`src/rtl/mem_arb_pkg.sv`:
```
// Shared constants for the two-port memory arbiter.
//   - FSM state encodings (IDLE/RD/WR/RESP)
//   - port count and port index names (cpu = 0, debug/loader = 1)
package mem_arb_pkg;

  localparam int unsigned NPORTS = 2;

  typedef logic [1:0] state_t;
  localparam state_t IDLE = 2'd0;
  localparam state_t RD   = 2'd1;
  localparam state_t WR   = 2'd2;
  localparam state_t RESP = 2'd3;

  typedef logic port_idx_t;
  localparam port_idx_t P_CPU = 1'b0;
  localparam port_idx_t P_DBG = 1'b1;

endpackage

```
`src/rtl/mem_arbiter_if.sv`:
```
// Memory handshake bundle, used both for each requester port and for the RAM port.
//   rd_en    : read request, held until rd_valid
//   addr     : address, sampled with rd_en or wr_en
//   wr_en    : one-cycle write strobe
//   wr_data  : write data, sampled with wr_en
//   rd_data  : read data
//   rd_valid : one-cycle read response strobe
// master drives the request side, slave drives the response side.
interface mem_arbiter_if #(
  parameter int ADDR_W = 16,
  parameter int DATA_W = 32
) ();

  logic              rd_en;
  logic [ADDR_W-1:0] addr;
  logic              wr_en;
  logic [DATA_W-1:0] wr_data;
  logic [DATA_W-1:0] rd_data;
  logic              rd_valid;

  modport master (
    output rd_en, addr, wr_en, wr_data,
    input  rd_data, rd_valid
  );

  modport slave (
    input  rd_en, addr, wr_en, wr_data,
    output rd_data, rd_valid
  );

endinterface

```
`src/rtl/mem_arb_wbuf.sv`:
```
// One-entry posted-write buffer with sticky overflow flag.
//   clk, rst   : clock, asynchronous active-high reset
//   i_wr_en    : write pulse from the requester, never stalled
//   i_addr     : write address captured with i_wr_en
//   i_wr_data  : write data captured with i_wr_en
//   i_drain    : arbiter is retiring this entry in the current cycle
//   o_valid    : entry held
//   o_addr     : buffered address
//   o_data     : buffered data
//   o_ovf      : a write was dropped because the entry was occupied (sticky)
import mem_arb_pkg::*;

module mem_arb_wbuf #(
  parameter int ADDR_W = 16,
  parameter int DATA_W = 32
) (
  input  logic              clk,
  input  logic              rst,
  input  logic              i_wr_en,
  input  logic [ADDR_W-1:0] i_addr,
  input  logic [DATA_W-1:0] i_wr_data,
  input  logic              i_drain,
  output logic              o_valid,
  output logic [ADDR_W-1:0] o_addr,
  output logic [DATA_W-1:0] o_data,
  output logic              o_ovf
);

  logic              r_valid;
  logic [ADDR_W-1:0] r_addr;
  logic [DATA_W-1:0] r_data;
  logic              r_ovf;

  always_ff @(posedge clk or posedge rst) begin
    if (rst) begin
      r_valid <= 1'b0;
      r_addr  <= '0;
      r_data  <= '0;
      r_ovf   <= 1'b0;
    end else if (i_wr_en) begin
      // A write landing on the draining cycle replaces the retiring entry.
      if (!r_valid || i_drain) begin
        r_valid <= 1'b1;
        r_addr  <= i_addr;
        r_data  <= i_wr_data;
      end else begin
        r_ovf <= 1'b1;
      end
    end else if (i_drain) begin
      r_valid <= 1'b0;
    end
  end

  assign o_valid = r_valid;
  assign o_addr  = r_addr;
  assign o_data  = r_data;
  assign o_ovf   = r_ovf;

endmodule

```
`src/rtl/mem_arbiter.sv`:
```
// Two-requester arbiter for a single RAM port (p0 = cpu, p1 = debug/loader).
// Writes are posted into a per-port one-entry buffer and always drained
// before that port's next read; one memory transaction is outstanding at a time.
//   clk, rst : clock, asynchronous active-high reset
//   p0, p1   : requester ports (slave side of mem_arbiter_if)
//   mem      : RAM port (master side of mem_arbiter_if)
//   wr_ovf   : sticky per-port write-buffer overflow, cleared only by rst
// Build option ARB_ROUND_ROBIN_EN: ties go to the port that was not granted
// last; without it p0 always wins ties.
module mem_arbiter
  import mem_arb_pkg::*;
#(
  parameter int ADDR_W = 16,
  parameter int DATA_W = 32
) (
  input  logic                clk,
  input  logic                rst,
  mem_arbiter_if.slave        p0,
  mem_arbiter_if.slave        p1,
  mem_arbiter_if.master       mem,
  output logic [NPORTS-1:0]   wr_ovf
);

  logic [NPORTS-1:0] w_rd_en;
  logic [NPORTS-1:0] w_wr_en;
  logic [NPORTS-1:0] w_wb_valid;
  logic [NPORTS-1:0] w_drain;
  logic [NPORTS-1:0] w_elig;
  logic [NPORTS-1:0] w_ovf;
  logic [ADDR_W-1:0] w_req_addr  [NPORTS];
  logic [DATA_W-1:0] w_req_wdata [NPORTS];
  logic [ADDR_W-1:0] w_wb_addr   [NPORTS];
  logic [DATA_W-1:0] w_wb_data   [NPORTS];
  port_idx_t         w_win;

  state_t            r_state;
  port_idx_t         r_grant;
  logic              r_mem_rd_en;
  logic              r_mem_wr_en;
  logic [ADDR_W-1:0] r_mem_addr;
  logic [DATA_W-1:0] r_mem_wr_data;
  logic [DATA_W-1:0] r_rd_data  [NPORTS];
  logic [NPORTS-1:0] r_rd_valid;
`ifdef ARB_ROUND_ROBIN_EN
  port_idx_t         r_last_grant;
`endif

  assign w_rd_en = {p1.rd_en, p0.rd_en};
  assign w_wr_en = {p1.wr_en, p0.wr_en};
  assign w_req_addr[P_CPU]  = p0.addr;
  assign w_req_addr[P_DBG]  = p1.addr;
  assign w_req_wdata[P_CPU] = p0.wr_data;
  assign w_req_wdata[P_DBG] = p1.wr_data;

  for (genvar g = 0; g < NPORTS; g++) begin : g_wbuf
    assign w_drain[g] = (r_state == WR) && (r_grant == port_idx_t'(g));

    mem_arb_wbuf #(
      .ADDR_W (ADDR_W),
      .DATA_W (DATA_W)
    ) u_wbuf (
      .clk       (clk),
      .rst       (rst),
      .i_wr_en   (w_wr_en[g]),
      .i_addr    (w_req_addr[g]),
      .i_wr_data (w_req_wdata[g]),
      .i_drain   (w_drain[g]),
      .o_valid   (w_wb_valid[g]),
      .o_addr    (w_wb_addr[g]),
      .o_data    (w_wb_data[g]),
      .o_ovf     (w_ovf[g])
    );
  end

  // A read arriving together with a write pulse on the same port is held off
  // one cycle so the write lands in the buffer first and is drained ahead of it.
  assign w_elig = w_wb_valid | (w_rd_en & ~w_wr_en);

  always_comb begin
    w_win = P_CPU;
`ifdef ARB_ROUND_ROBIN_EN
    if (&w_elig) w_win = ~r_last_grant;
    else         w_win = w_elig[P_CPU] ? P_CPU : P_DBG;
`else
    w_win = w_elig[P_CPU] ? P_CPU : P_DBG;
`endif
  end

  always_ff @(posedge clk or posedge rst) begin
    if (rst) begin
      r_state       <= IDLE;
      r_grant       <= P_CPU;
      r_mem_rd_en   <= 1'b0;
      r_mem_wr_en   <= 1'b0;
      r_mem_addr    <= '0;
      r_mem_wr_data <= '0;
      r_rd_data     <= '{default: '0};
      r_rd_valid    <= '0;
`ifdef ARB_ROUND_ROBIN_EN
      r_last_grant  <= P_DBG;
`endif
    end else begin
      case (r_state)
        IDLE: begin
          if (|w_elig) begin
            r_grant <= w_win;
`ifdef ARB_ROUND_ROBIN_EN
            r_last_grant <= w_win;
`endif
            if (w_wb_valid[w_win]) begin
              r_mem_wr_en   <= 1'b1;
              r_mem_addr    <= w_wb_addr[w_win];
              r_mem_wr_data <= w_wb_data[w_win];
              r_state       <= WR;
            end else begin
              r_mem_rd_en <= 1'b1;
              r_mem_addr  <= w_req_addr[w_win];
              r_state     <= RD;
            end
          end
        end
        WR: begin
          r_mem_wr_en <= 1'b0;
          r_state     <= IDLE;
        end
        RD: begin
          if (mem.rd_valid) begin
            r_mem_rd_en         <= 1'b0;
            r_rd_data[r_grant]  <= mem.rd_data;
            r_rd_valid[r_grant] <= 1'b1;
            r_state             <= RESP;
          end
        end
        RESP: begin
          r_rd_valid <= '0;
          r_state    <= IDLE;
        end
        default: r_state <= IDLE;
      endcase
    end
  end

  assign mem.rd_en   = r_mem_rd_en;
  assign mem.wr_en   = r_mem_wr_en;
  assign mem.addr    = r_mem_addr;
  assign mem.wr_data = r_mem_wr_data;
  assign p0.rd_data  = r_rd_data[P_CPU];
  assign p0.rd_valid = r_rd_valid[P_CPU];
  assign p1.rd_data  = r_rd_data[P_DBG];
  assign p1.rd_valid = r_rd_valid[P_DBG];
  assign wr_ovf      = w_ovf;

endmodule

```
`src/flat_wrapper.sv`:
```
// flat-port wrapper written by rule: the top's interface ports become plain ports
module mem_arbiter_flat import mem_arb_pkg::*;
#(
  parameter int ADDR_W = 16,
  parameter int DATA_W = 32
)
  (clk, rst, wr_ovf, p0_rd_en, p0_addr, p0_wr_en, p0_wr_data, p0_rd_data, p0_rd_valid, p1_rd_en, p1_addr, p1_wr_en, p1_wr_data, p1_rd_data, p1_rd_valid, mem_rd_en, mem_addr, mem_wr_en, mem_wr_data, mem_rd_data, mem_rd_valid);
  mem_arbiter_if #(.ADDR_W(ADDR_W), .DATA_W(DATA_W)) p0_i ();
  mem_arbiter_if #(.ADDR_W(ADDR_W), .DATA_W(DATA_W)) p1_i ();
  mem_arbiter_if #(.ADDR_W(ADDR_W), .DATA_W(DATA_W)) mem_i ();
  input  logic clk;
  input  logic rst;
  output logic [NPORTS-1:0] wr_ovf;
  input wire logic [$bits(p0_i.rd_en)-1:0] p0_rd_en;
  input wire logic [$bits(p0_i.addr)-1:0] p0_addr;
  input wire logic [$bits(p0_i.wr_en)-1:0] p0_wr_en;
  input wire logic [$bits(p0_i.wr_data)-1:0] p0_wr_data;
  output wire logic [$bits(p0_i.rd_data)-1:0] p0_rd_data;
  output wire logic [$bits(p0_i.rd_valid)-1:0] p0_rd_valid;
  input wire logic [$bits(p1_i.rd_en)-1:0] p1_rd_en;
  input wire logic [$bits(p1_i.addr)-1:0] p1_addr;
  input wire logic [$bits(p1_i.wr_en)-1:0] p1_wr_en;
  input wire logic [$bits(p1_i.wr_data)-1:0] p1_wr_data;
  output wire logic [$bits(p1_i.rd_data)-1:0] p1_rd_data;
  output wire logic [$bits(p1_i.rd_valid)-1:0] p1_rd_valid;
  output wire logic [$bits(mem_i.rd_en)-1:0] mem_rd_en;
  output wire logic [$bits(mem_i.addr)-1:0] mem_addr;
  output wire logic [$bits(mem_i.wr_en)-1:0] mem_wr_en;
  output wire logic [$bits(mem_i.wr_data)-1:0] mem_wr_data;
  input wire logic [$bits(mem_i.rd_data)-1:0] mem_rd_data;
  input wire logic [$bits(mem_i.rd_valid)-1:0] mem_rd_valid;
  assign p0_i.rd_en = p0_rd_en;
  assign p0_i.addr = p0_addr;
  assign p0_i.wr_en = p0_wr_en;
  assign p0_i.wr_data = p0_wr_data;
  assign p0_rd_data = p0_i.rd_data;
  assign p0_rd_valid = p0_i.rd_valid;
  assign p1_i.rd_en = p1_rd_en;
  assign p1_i.addr = p1_addr;
  assign p1_i.wr_en = p1_wr_en;
  assign p1_i.wr_data = p1_wr_data;
  assign p1_rd_data = p1_i.rd_data;
  assign p1_rd_valid = p1_i.rd_valid;
  assign mem_rd_en = mem_i.rd_en;
  assign mem_addr = mem_i.addr;
  assign mem_wr_en = mem_i.wr_en;
  assign mem_wr_data = mem_i.wr_data;
  assign mem_i.rd_data = mem_rd_data;
  assign mem_i.rd_valid = mem_rd_valid;
  mem_arbiter #(.ADDR_W(ADDR_W), .DATA_W(DATA_W)) u_core (.clk(clk), .rst(rst), .p0(p0_i), .p1(p1_i), .mem(mem_i), .wr_ovf(wr_ovf));
endmodule
```
`config.mk`:
```
export PLATFORM = sky130hd
export DESIGN_NAME = mem_arbiter_flat
export DESIGN_NICKNAME = d
export VERILOG_FILES = /design/src/rtl/mem_arb_pkg.sv /design/src/rtl/mem_arbiter_if.sv /design/src/rtl/mem_arb_wbuf.sv /design/src/rtl/mem_arbiter.sv /design/src/flat_wrapper.sv
export SDC_FILE = /design/constraint.sdc
export NUM_CORES = 1
export LEC_CHECK = 0
export CAP_MARGIN = 20
export CORE_ASPECT_RATIO = 1.75
export CORE_UTILIZATION = 44
export DETAILED_ROUTE_END_ITERATION = 10
export PLACE_DENSITY = 0.77
export SLEW_MARGIN = 20
export SYNTH_ARGS = -nofsm -noshare
export SYNTH_HDL_FRONTEND = slang
export SYNTH_SLANG_ARGS = --single-unit
export TNS_END_PERCENT = 1
```
`constraint.sdc`:
```
create_clock -name clk -period 6.4 [get_ports clk]
set_input_delay 0.96 -clock clk [delete_from_list [all_inputs] [get_ports clk]]
set_output_delay 0.96 -clock clk [all_outputs]
set_load 0.01 [all_outputs]
```
==> results.yml <==
cts:
  clkSlewWorstSetupHoldPaths_ns: 0.06
  htreeDepth: 1
  post_cts_buffers: 0
  cts_tree: "built"
  holdBufCountCts: 0
  cts_buffers: 21
  cts.sink_count: 219
  cts.repair.resized: 0
  clock_latency_ns: 0.50
  root_buffer: "clkbuf_16"
  clockBufferDepth: 3
timing:
  fin_crit_sh: 0.4176
  final-hold-violation-count: 0
  worst_hold_slack_ns: 0.4776
  fmax_mhz: 374.2
  tns_ns: 0
  relSlewSlack: 0.2570
  worstMarginPinSlew_ns: 1.115
  drv_slew: 0
  setup_viol: 0
  rsz0062_at_grt: "no"
  min_period_ns: 2.673
  fin_skew_ns: 0.01595
grt:
  antenna_found_initial: 3
  grt.total_usage: 0.2066
  grt_max_degree: 170
  grt_overflow: 0
  grt_pass1_vias: 6446
  grt_pass1_wl_um: 34790
finish:
  drive_above_1_share: 0.2338
  final_nets: 1032
  fill_cells: 1599
  area_growth_pct: 36.77
  layout.cells.non_filler: 1162
  fin_area_mm2: 0.01257
  multiInputGateArea_mm2: 0.003343
  post-route-util: 0.6167
  seq_area_mm2: 0.005480
power:
  leakagePower_nw: 5.428
  ir_drop_uv: 316.3
  power.density_mw_per_mm2: 510.5
outcome:
  status: "finished, violations left"
  violations: "DRC"
yosys:
  synth-edff-count: 0
  syn_area_mm2: 0.009188
  synth_top_area_cell: "dfrtp_1"
  ys.flop_type: "dfrtp_1"
  synth.avg_cell_area_um2: 14.01
  synth.mux.area_fraction: 0.2602
  synth_simple_gate_area_share: 0.02724
  synth_nets: 791
  ys_seq_area_frac: 0.5965
  synth_cell_type_count: 35
  synth.most_common_cell: "dfrtp_1"
  synth_top_area_share: 0.5965
  synth-seq-cells: 219
  yosysWarningCount: 0
  async_flop_share: 1.000
  synth_top_family_by_area: "multiplexers"
  yosys-top-cells-count: "dfrtp_1, mux2_2, o21ai_0"
  synth.top_cells.by_area: "dfrtp_1, mux2_2, mux2i_1, mux2_4, o21ai_0"
  synth-adder-area-share: 0
  synth_compound_area_frac: 0.07327
  synthXorXnorAreaFrac: 0
  synthCells: 656
worst_setup_path:
  critPathMaxFanout: 34
  critPathRequiredTime_ns: 6.82
  arrival_ns: 3.09
  crit_path_end_kind: "flop"
  cp-start-kind: "primary input"
  worst-setup-path-type: "primary input to flop"
floorplan:
  ioPinCount: 253
  core_area_mm2: 0.02037
  die_h_um: 193.2
  die_x_um: 111.2
  fp-row-count: 69
  initial_utilization: 0.4509
  die_area_mm2: 0.02149
detailed_routing:
  firstDrtPassIters: 7
  drt-total-wl_um: 21990
  drt-wirelength-per-cell_um: 18.92
  via_count: 6153
  ant_nets: 0
  drtIter0Drc: 340
  drc: 38
  avgViaCountPerCell: 5.295
worst_hold_path:
  hp-class: "flop to flop"
flow_run:
  max-cap-violations: 0
place:
  routabilityCongestion: 0.7589
  portBuffers: 252
  placed_area_mm2: 0.01185
  placed_cells: 1122
  dp_hpwl_um: 15020
==> state kept, by name (all words and copies together) (netlist names), 16 cells and up <==
register,cells
u_core.g_wbuf.u_wbuf.o_data,64
u_core.g_wbuf.u_wbuf.o_addr,32
u_core.p0.rd_data,32
u_core.mem.wr_data,32
u_core.mem.addr,16
u_core.p1.rd_data,32
==> final cells by class <==
type                       instances  area share
tap                              248     0.02469
clock inverter                     4    0.004082
sequential                       219      0.4361
multi-input combinational        370      0.2661
inverter                          23    0.007169
antenna                            3   0.0005974
timing repair buffer             262      0.2087
clock buffer                      33     0.05257
==> layout by cell type (no fill, tap or decap), types with 4 or more instances in the layout <==
master / netlist / routed
clkbuf_8: 0 / 9
o21ai_0: 80 / 80
buf_4: 4 / 8
nand2b_1: 4 / 4
mux2_1: 5 / 5
mux2_4: 29 / 29
nor3_1: 16 / 16
a221o_1: 16 / 16
mux2_2: 126 / 126
inv_1: 22 / 21
dfrtp_1: 219 / 219
clkbuf_16: 0 / 21
mux2i_1: 48 / 48
clkdlybuf4s50_1: 0 / 252
nand2_1: 20 / 19
==> report_power, final <==
part,total (mW),internal (mW),switching (mW),leakage (nW)
sequential,2.49,2.10,0.389,2.62
combinational,2.67,1.56,1.12,2.46
clock,1.26,0.748,0.507,0.350
total,6.41,4.40,2.01,5.43
==> per-stage QoR <==
stage	power [mW]	worst slack [ns]
2_1_floorplan	3.999	2.586
3_3_place_gp	5.119	3.290
3_5_place_dp	5.214	3.233
4_1_cts	6.492	3.753
5_1_grt	6.797	3.591
6_report	6.415	3.727
==> critical path: stages <==
cell and delay, ns:
clkdlybuf4s50_1 0.54, nand2b_1 0.69, a21oi_2 0.12, buf_4 0.27
or2_2 0.33, a21boi_0 0.16
==> cells by family after synthesis <==
family	after synthesis
multiplexers	208
AO/OA/AOI/OAI	111
AND/OR/NAND/NOR	51
flip-flops	219
buffers and inverters	67
==> worst paths after layout <==
path,from,end,slack [ns],cells past startpoint
setup / recovery,p0_wr_en,u_core.mem.wr_en,3.73,6
hold / removal,u_core.g_wbuf[1].u_wbuf.o_ovf,u_core.g_wbuf[1].u_wbuf.o_ovf,0.48,1
setup reg to reg,u_core.g_wbuf[0].u_wbuf.o_valid,u_core.mem.wr_data[2],3.94,5
hold reg to reg,u_core.g_wbuf[1].u_wbuf.o_ovf,u_core.g_wbuf[1].u_wbuf.o_ovf,0.48,1
max in group asynchronous,rst,u_core.g_wbuf[1].u_wbuf.o_addr[12],4.27,3
min in group asynchronous,rst,u_core.g_wbuf[1].u_wbuf.o_data[1],0.83,2
==> routing by layer <==
| metal | wire (um) | global-route usage |
|---|---|---|
| met5 | 0 | 0 |
| met4 | 799 | 0.09407 |
| met3 | 1297 | 0.04345 |
| met2 | 11820 | 0.3772 |
| met1 | 8073 | 0.2312 |
(Power assumes the default switching activity.)
